`src/rtl/blackjack_auto_player_if.sv`:
```
// blackjack_auto_player_if: signal bundle between the auto player and its card source, game core and host.
//   master : the auto player (drives card_ready, game-core controls, status and statistics)
//   slave  : the surrounding system (drives start, opening cards, game sums and result flags)
interface blackjack_auto_player_if #(
    parameter int CNT_W = 8
);
    logic             start;
    logic             card_valid;
    logic             card_ready;
    logic [4:0]       card_data;
    logic [5:0]       player_sum;
    logic [5:0]       dealer_sum;
    logic             win;
    logic             lose;
    logic             draw;
    logic             game_reset;
    logic [4:0]       seed;
    logic [4:0]       card_in;
    logic             submit;
    logic             hit;
    logic             stand;
    logic             busy;
    logic             done;
    logic             err;
    logic [CNT_W-1:0] games;
    logic [CNT_W-1:0] wins;
    logic [CNT_W-1:0] losses;
    logic [CNT_W-1:0] draws;

    modport master (
        input  start, card_valid, card_data, player_sum, dealer_sum, win, lose, draw,
        output card_ready, game_reset, seed, card_in, submit, hit, stand,
               busy, done, err, games, wins, losses, draws
    );

    modport slave (
        output start, card_valid, card_data, player_sum, dealer_sum, win, lose, draw,
        input  card_ready, game_reset, seed, card_in, submit, hit, stand,
               busy, done, err, games, wins, losses, draws
    );
endinterface

```
`src/rtl/blackjack_auto_player.sv`:
```
// blackjack_auto_player: unattended blackjack bot that resets the game core, deals two opening cards,
// hits below STAND_AT, paces dealer draws and tallies saturating win/loss/draw statistics.
//   clk   : system clock
//   reset : asynchronous active-high reset (shared with the game core)
//   bus   : master side of blackjack_auto_player_if (card handshake, game-core controls, status, counters)
module blackjack_auto_player #(
    parameter int STAND_AT = 17,
    parameter int GAP      = 2,
    parameter int MAX_WAIT = 255,
    parameter int CNT_W    = 8
) (
    input logic                     clk,
    input logic                     reset,
    blackjack_auto_player_if.master bus
);
    localparam int CW = $clog2(GAP + 1);
    localparam int WW = $clog2(MAX_WAIT + 1);

    typedef enum logic [3:0] {
        IDLE, GRST, SETTLE, OPEN, WAIT, DEAL1, DEAL2, FEED, DECIDE, HIT, STAND, DRAIN, RECORD
    } state_t;

    state_t           state_q, nxt_q;
    logic [CW-1:0]    cnt_q;
    logic [WW-1:0]    wt_q;
    logic             card_ready_q, game_reset_q, submit_q, hit_q, stand_q, busy_q, done_q, err_q;
    logic [4:0]       seed_q, card_in_q;
    logic [CNT_W-1:0] games_q, wins_q, losses_q, draws_q;
    logic             result;

    assign result         = bus.win | bus.lose | bus.draw;
    assign bus.card_ready = card_ready_q;
    assign bus.game_reset = game_reset_q;
    assign bus.seed       = seed_q;
    assign bus.card_in    = card_in_q;
    assign bus.submit     = submit_q;
    assign bus.hit        = hit_q;
    assign bus.stand      = stand_q;
    assign bus.busy       = busy_q;
    assign bus.done       = done_q;
    assign bus.err        = err_q;
    assign bus.games      = games_q;
    assign bus.wins       = wins_q;
    assign bus.losses     = losses_q;
    assign bus.draws      = draws_q;

    function automatic logic [CNT_W-1:0] sat_inc(input logic [CNT_W-1:0] v);
        return &v ? v : v + CNT_W'(1);
    endfunction

    // Outputs are loaded on the transition into the state they belong to, so each pulse is
    // high for exactly the cycle its state occupies. nxt_q tells WAIT where to resume after a gap.
    always_ff @(posedge clk or posedge reset) begin
        if (reset) begin
            state_q      <= IDLE;
            nxt_q        <= IDLE;
            cnt_q        <= '0;
            wt_q         <= '0;
            card_ready_q <= 1'b0;
            game_reset_q <= 1'b0;
            submit_q     <= 1'b0;
            hit_q        <= 1'b0;
            stand_q      <= 1'b0;
            busy_q       <= 1'b0;
            done_q       <= 1'b0;
            err_q        <= 1'b0;
            seed_q       <= 5'd1;
            card_in_q    <= '0;
            games_q      <= '0;
            wins_q       <= '0;
            losses_q     <= '0;
            draws_q      <= '0;
        end else begin
            card_ready_q <= 1'b0;
            game_reset_q <= 1'b0;
            submit_q     <= 1'b0;
            hit_q        <= 1'b0;
            stand_q      <= 1'b0;
            done_q       <= 1'b0;
            case (state_q)
                IDLE: if (bus.start) begin
                    state_q      <= GRST;
                    game_reset_q <= 1'b1;
                    busy_q       <= 1'b1;
                    err_q        <= 1'b0;
                    seed_q       <= seed_q == 5'd31 ? 5'd1 : seed_q + 5'd1;
                end
                GRST: state_q <= SETTLE;
                SETTLE: begin
                    state_q  <= OPEN;
                    nxt_q    <= DEAL1;
                    submit_q <= 1'b1;
                end
                OPEN, FEED, HIT: begin
                    state_q <= WAIT;
                    cnt_q   <= CW'(GAP - 1);
                end
                WAIT: begin
                    state_q <= cnt_q == '0 ? nxt_q : WAIT;
                    cnt_q   <= cnt_q - CW'(1);
                end
                // Ready is registered: the card sampled here is presented (with submit) in FEED,
                // which is the handshake cycle while the source still holds valid and data.
                DEAL1, DEAL2: if (bus.card_valid) begin
                    state_q      <= FEED;
                    nxt_q        <= state_q == DEAL1 ? DEAL2 : DECIDE;
                    card_ready_q <= 1'b1;
                    submit_q     <= 1'b1;
                    card_in_q    <= bus.card_data;
                end
                DECIDE: begin
                    if (result) begin
                        state_q <= RECORD;
                    end else if (bus.player_sum > 6'd21) begin
                        state_q  <= DRAIN;
                        submit_q <= 1'b1;
                        cnt_q    <= '0;
                        wt_q     <= '0;
                    end else if (bus.player_sum >= 6'(STAND_AT)) begin
                        state_q <= STAND;
                        stand_q <= 1'b1;
                    end else begin
                        state_q  <= HIT;
                        nxt_q    <= DECIDE;
                        hit_q    <= 1'b1;
                        submit_q <= 1'b1;
                    end
                end
                STAND: begin
                    state_q  <= DRAIN;
                    submit_q <= 1'b1;
                    cnt_q    <= '0;
                    wt_q     <= '0;
                end
                // cnt_q is the phase within a GAP+1 cycle submit period; wt_q counts DRAIN cycles.
                DRAIN: begin
                    if (result) begin
                        state_q <= RECORD;
                    end else if (wt_q == WW'(MAX_WAIT - 1)) begin
                        state_q <= IDLE;
                        busy_q  <= 1'b0;
                        err_q   <= 1'b1;
                    end else begin
                        wt_q     <= wt_q + WW'(1);
                        cnt_q    <= cnt_q == CW'(GAP) ? '0 : cnt_q + CW'(1);
                        submit_q <= cnt_q == CW'(GAP);
                    end
                end
                RECORD: begin
                    state_q  <= IDLE;
                    busy_q   <= 1'b0;
                    done_q   <= 1'b1;
                    games_q  <= sat_inc(games_q);
                    draws_q  <= bus.draw ? sat_inc(draws_q) : draws_q;
                    wins_q   <= !bus.draw && bus.win ? sat_inc(wins_q) : wins_q;
                    losses_q <= !bus.draw && !bus.win ? sat_inc(losses_q) : losses_q;
                end
                default: state_q <= IDLE;
            endcase
        end
    end
endmodule

```
`src/flat_wrapper.sv`:
```
// flat-port wrapper written by rule: the top's interface ports become plain ports
module blackjack_auto_player_flat 
#(
    parameter int STAND_AT = 17,
    parameter int GAP      = 2,
    parameter int MAX_WAIT = 255,
    parameter int CNT_W    = 8
)
  (clk, reset, bus_start, bus_card_valid, bus_card_data, bus_player_sum, bus_dealer_sum, bus_win, bus_lose, bus_draw, bus_card_ready, bus_game_reset, bus_seed, bus_card_in, bus_submit, bus_hit, bus_stand, bus_busy, bus_done, bus_err, bus_games, bus_wins, bus_losses, bus_draws);
  blackjack_auto_player_if #(.CNT_W(CNT_W)) bus_i ();
  input logic clk;
  input logic reset;
  input wire logic [$bits(bus_i.start)-1:0] bus_start;
  input wire logic [$bits(bus_i.card_valid)-1:0] bus_card_valid;
  input wire logic [$bits(bus_i.card_data)-1:0] bus_card_data;
  input wire logic [$bits(bus_i.player_sum)-1:0] bus_player_sum;
  input wire logic [$bits(bus_i.dealer_sum)-1:0] bus_dealer_sum;
  input wire logic [$bits(bus_i.win)-1:0] bus_win;
  input wire logic [$bits(bus_i.lose)-1:0] bus_lose;
  input wire logic [$bits(bus_i.draw)-1:0] bus_draw;
  output wire logic [$bits(bus_i.card_ready)-1:0] bus_card_ready;
  output wire logic [$bits(bus_i.game_reset)-1:0] bus_game_reset;
  output wire logic [$bits(bus_i.seed)-1:0] bus_seed;
  output wire logic [$bits(bus_i.card_in)-1:0] bus_card_in;
  output wire logic [$bits(bus_i.submit)-1:0] bus_submit;
  output wire logic [$bits(bus_i.hit)-1:0] bus_hit;
  output wire logic [$bits(bus_i.stand)-1:0] bus_stand;
  output wire logic [$bits(bus_i.busy)-1:0] bus_busy;
  output wire logic [$bits(bus_i.done)-1:0] bus_done;
  output wire logic [$bits(bus_i.err)-1:0] bus_err;
  output wire logic [$bits(bus_i.games)-1:0] bus_games;
  output wire logic [$bits(bus_i.wins)-1:0] bus_wins;
  output wire logic [$bits(bus_i.losses)-1:0] bus_losses;
  output wire logic [$bits(bus_i.draws)-1:0] bus_draws;
  assign bus_i.start = bus_start;
  assign bus_i.card_valid = bus_card_valid;
  assign bus_i.card_data = bus_card_data;
  assign bus_i.player_sum = bus_player_sum;
  assign bus_i.dealer_sum = bus_dealer_sum;
  assign bus_i.win = bus_win;
  assign bus_i.lose = bus_lose;
  assign bus_i.draw = bus_draw;
  assign bus_card_ready = bus_i.card_ready;
  assign bus_game_reset = bus_i.game_reset;
  assign bus_seed = bus_i.seed;
  assign bus_card_in = bus_i.card_in;
  assign bus_submit = bus_i.submit;
  assign bus_hit = bus_i.hit;
  assign bus_stand = bus_i.stand;
  assign bus_busy = bus_i.busy;
  assign bus_done = bus_i.done;
  assign bus_err = bus_i.err;
  assign bus_games = bus_i.games;
  assign bus_wins = bus_i.wins;
  assign bus_losses = bus_i.losses;
  assign bus_draws = bus_i.draws;
  blackjack_auto_player #(.STAND_AT(STAND_AT), .GAP(GAP), .MAX_WAIT(MAX_WAIT), .CNT_W(CNT_W)) u_core (.clk(clk), .reset(reset), .bus(bus_i));
endmodule
```
`config.mk`:
```
export PLATFORM = sky130hd
export DESIGN_NAME = blackjack_auto_player_flat
export DESIGN_NICKNAME = d
export VERILOG_FILES = /design/src/rtl/blackjack_auto_player_if.sv /design/src/rtl/blackjack_auto_player.sv /design/src/flat_wrapper.sv
export SDC_FILE = /design/constraint.sdc
export NUM_CORES = 1
export LEC_CHECK = 0
export BUFFER_PORTS_ARGS = -buffer_cell sky130_fd_sc_hd__buf_2
export CAP_MARGIN = 0
export CELL_PAD_IN_SITES_DETAIL_PLACEMENT = 1
export CELL_PAD_IN_SITES_GLOBAL_PLACEMENT = 1
export CORE_ASPECT_RATIO = 0.6
export CORE_MARGIN = 2
export CORE_UTILIZATION = 25
export CTS_CLUSTER_DIAMETER = 100
export DETAILED_ROUTE_END_ITERATION = 6
export PLACE_DENSITY_LB_ADDON = 0.15
export SETUP_SLACK_MARGIN = 0.4
export SLEW_MARGIN = 20
export SYNTH_ARGS = -nofsm -noshare
export SYNTH_HDL_FRONTEND = slang
export SYNTH_SLANG_ARGS = --single-unit
```
`constraint.sdc`:
```
create_clock -name clk -period 6.8 [get_ports clk]
set_input_delay 1.36 -clock clk [delete_from_list [all_inputs] [get_ports clk]]
set_output_delay 1.36 -clock clk [all_outputs]
set_load 0.05 [all_outputs]
```
**Yosys cells after proc, flatten, opt, wreduce, memory -nomap -nowiden**

Cells that the tools add are included.

- Output and inout bits: 50
- Register bits after elaboration: 68
- Bits of input ports: 24

- Magnitude comparators: 2
- $add $sub $neg: 8
- Equal/unequal tests: 25
- Reduce and logical (&&, ||, !) cells: 30
- Multiplexer cells: 53
- Bitwise gates (word level): 6

Operator list:

| operator | count |
|---|---|
| 4-bit 2-to-1 mux | 12 |
| 8-bit by 1-bit adder with 8-bit output (second input constant) | 5 |
| 4-bit one-hot mux with 9 select lines | 1 |
| 8-bit 2-to-1 mux | 4 |
| 8-bit AND reduction | 4 |
| 8-bit one-hot mux with 3 select lines | 1 |
| 1-bit 2-to-1 mux | 23 |
| 4-bit == test (second input constant) | 5 |
| 4-bit by 3-bit == test with 1-bit output (second input constant) | 4 |
| 5-bit AND reduction | 3 |
| 2-bit inequality test (second input constant) | 7 |
| 2-bit 2-to-1 mux | 6 |
| 4-bit one-hot mux with 3 select lines | 1 |
| 3-bit AND reduction | 4 |
| 2-bit one-hot mux with 5 select lines | 1 |
| 3-bit nonzero test | 3 |
| 4-bit by 2-bit == test with 1-bit output (second input constant) | 2 |
| 8-bit == test (second input constant) | 1 |
| 4-bit AND reduction | 2 |
| 6-bit by 5-bit greater-or-equal comparator with 1-bit output (second input constant) | 1 |
| 6-bit by 5-bit > comparator with 1-bit output (second input constant) | 1 |
| 2-bit AND reduction | 3 |
| 5-bit by 1-bit adder with 5-bit output (second input constant) | 1 |
| 5-bit == test (second input constant) | 1 |
| other kinds (20) | 28 |

**Longest topological paths before layout**

- Depth in word-level cells: 5
- Depth in mapped cells: 7
- Gate-level depth less buffers: 6

**Least setup slack after synthesis**

Ideal clock, no wire load.

- Path type: in2reg
- Start: input port bus_draw
- End: register u_core.wt_q[1]
- Arrival: 2.555 ns
- Path buffers: 1
- Required time: 6.660 ns
- Setup slack: 4.105 ns
- Stages on the path: 5
- Path through: buf_2 or3_4 a211o_1 a221oi_1 o22ai_1

- Longest elaborated chain between the ends: 3
- Elaborated cells on any way between the ends: 4
- Those cells by class: 2 x eq/ne; 1 x bitwise; 1 x reduce/logical

RTL lines:

| what | RTL line | RTL |
|---|---|---|
| start: declaration | flat_wrapper.sv:20 | `input wire logic [$bits(bus_i.draw)-1:0] bus_draw;` |
| 1-bit OR * | blackjack_auto_player.sv:31 | `assign result = bus.win \| bus.lose \| bus.draw;` |
| 2-bit inequality test (no line) | -- |  |
| 5-bit AND reduction (no line) * | -- |  |
| end signal: assignment | blackjack_auto_player.sv:144 | `wt_q <= wt_q + WW'(1);` |
| end: declaration | blackjack_auto_player.sv:25 | `logic [WW-1:0] wt_q;` |

Every way passes the cells marked *; elsewhere a longest branch is shown, timed or not.
A chain may end at the register's enable or synchronous reset.

**Final worst setup path**

Ends and elaborated chain as after synthesis.

==> reports/qor.yml <==
syn2layout_area_growth_pct: 23.4
syn_area_um2: 3610
syn_area_per_cell_um2: 10.6
drive_gt1_share_pct: 27.0
worst_pin_slew_ns: 0.886
die_h_um: 97.1
first_pass_iters: 4
hold_viol_final: 0
fmax_ghz: 0.332
r2r_start: "u_core.state_q[1]"
fp.dieW_um: 159
synth_cell_type_count: 61
first_global_vias: 2932
synth_edf_count: 0
cts_buffers: 9
skew_ns: 0.00446
grt_overflow: 0
tritoncts: "built"
hold_depth: 1
post_cts_buffers: 0
path_clk_slew_ns: 0.06
routedWlPerCell_um: 15.7
ant_nets: 0
htreeDepth: 3
core_um2: 13900
antenna_cells: 0
critPathKind: "in -> reg"
cp-start-kind: "primary input"
yosysSeqAreaShare_pct: 47.1
maxCapViolations: 0
reg2reg_to: "u_core.bus.wins[1]"
place_hpwl_um: 6990
instances_no_fill: 607
rows: 33
fill_cells: 1614
maxSlewViolCount: 0
place_area_um2: 4110
cts-resized-gates: 0
path_cells: "buf_2 > nor3_2 > o21ai_0 > a221oi_1 > o22ai_1"
r2r_cells: 4
fin_crit_sh_pct: 44.2
drcViolationCount: 0
fin_nets: 445
fin_crit_ns: 3.01
io_pins: 74
ys_ff_latch: 68
endpoint_kind: "flip-flop"
ys_warn_count: 0
grt_pass1_wl_um: 16100
clk_latency_ns: 0.33
ff2ff_setup_slack_ns: 4.34
cts.sink_count: 68
gp_congestion: 0.758
synth_nets: 376
seqCellArea_um2: 1700
multi_input_area_um2: 1760
drtIter0Drc: 110
dieArea_um2: 15500
async_flop_share_pct: 100
synthCells: 341
cp.arrival_ns: 3.19
cpMaxStageDelayCell: "nor3_2"
wirelength_um: 9510
ctsHoldBuffers: 0
dpl.cell_count: 591
status: "finished clean"
hold_path_end: "u_core.bus.losses[5]"
max_stage_delay_ns: 0.68
holdCritStartpoint: "u_core.bus.losses[5]"
final_cell_mix: "buf_2, dfrtp_1, nand2_1"
hold_class: "reg -> reg"
initial_core_util_pct: 26.0
required_ns: 6.98
root_buffer: "clkbuf_16"
p_per_area_nw_per_um2: 375
vias: 2857
antenna_found_initial: 0
max_slew_margin_pct: 40.2
grt_max_degree: 69
cp_max_fo: 12
final_area_um2: 4460
cts_max_path_buffers: 2
vias_per_cell: 4.71
rsz0062_at_grt: "false"
power.leakage_nw: 2.10
vdd_drop_max_mv: 0.190
grt_usage_pct: 13.1
synth_flop_cell: "dfrtp_1"
setup_violations: 0
port_buffers: 67
fin_setup_tns_ns: 0
-- cells in the mapped netlist (3+ instances only) --
library cell  number  area (µm²)
nor3_1             7        35.0
buf_2              5        25.0
inv_1             15        56.3
nor3_2             3        30.0
a21oi_1           14        70.1
xnor2_1           18         158
a21o_1             5        37.5
nand2b_1           5        31.3
nor4b_1            3        26.3
nor2_1            17        63.8
o311ai_0           3        26.3
clkbuf_8           3        41.3
nand3_1           18        90.1
dfrtp_1           67        1680
o211ai_1          11        82.6
mux2_2            12         135
and3_1            12        75.1
a31oi_1            3        18.8
ha_1              11         138
o21ai_0           10        50.1
o21a_1             4        30.0
nand4_1           11        68.8
xor2_1             8        70.1
nand2_1           27         101
-- cell type report --
type                    count  share of cell area, %
clock buffers              12                   5.75
clock inverters             4                   2.13
inverters                  16                   1.35
multi-input cells         247                   39.5
flip-flops and latches     68                   38.2
well taps                 192                   5.39
repair buffers             68                   7.69
-- metal layers --
metal | global-route usage, % | wire length, µm | up-vias
met3 | 3.63 | 478 | 7
met2 | 17.2 | 3780 | 52
met4 | 3.15 | 78 | 0
li1 | - | - | 1393
met5 | 0 | 0 | -
met1 | 20.5 | 5180 | 1405
-- logic make-up after synthesis --
kind of cell,Yosys count,share of synthesized area [%]
and+or+nand+nor,126,20.2
muxes,14,4.30
DFF,68,47.1
xor gates and xnor gates,26,6.30
adders and majority gates,12,4.09
AOI/OAI and AO/OA,69,13.9
buffers and inverters,26,4.12
-- per-stage QoR --
stage                     hold WS, ns  setup slack [ns]  utilization, %  power [mW]
final                           0.478              3.79            32.1        1.67
after detailed placement        0.479              3.42            29.6        1.14
after CTS                       0.487              3.76            32.1        1.70
after global routing            0.516              3.59            32.1        1.78
after global placement          0.469              3.35            29.6        1.12
after floorplan                 0.441              3.73               -        1.01
-- where the power goes --
part | internal [mW] | switching, mW | total (mW) | leakage [nW]
Clock | 0.378 | 0.171 | 0.549 | 0.173
Sequential | 0.482 | 0.106 | 0.588 | 0.895
Combinational | 0.193 | 0.344 | 0.536 | 1.04
Total | 1.05 | 0.621 | 1.67 | 2.10
-- critical path, delay by kind of cell --
kind / cells / cell delay, ns
buffers and inverters: 1 / 0.17
AOI/OAI and AO/OA: 3 / 0.97
and+or+nand+nor: 1 / 0.68
-- sequential cells by signal (all words and copies together), names as in the netlist, 2 cells and up --
register            flops
u_core.bus.seed         5
u_core.nxt_q            4
u_core.state_q          4
u_core.cnt_q            2
u_core.bus.losses       8
u_core.bus.wins         8
u_core.bus.draws        8
u_core.bus.card_in      5
u_core.bus.games        8
u_core.wt_q             8
-- how the worst max path moves through the flow --
stage | from | endpoint | cells after the start
final | bus_draw | u_core.wt_q[1] | 5
after global routing | bus_draw | u_core.wt_q[1] | 5
after CTS | bus_draw | u_core.wt_q[1] | 5
after detailed placement | bus_draw | u_core.wt_q[1] | 5
after global placement | bus_draw | u_core.wt_q[1] | 5
after floorplan | reset | u_core.bus.busy | 1
Note: power is estimated with default switching activity, not from simulation.
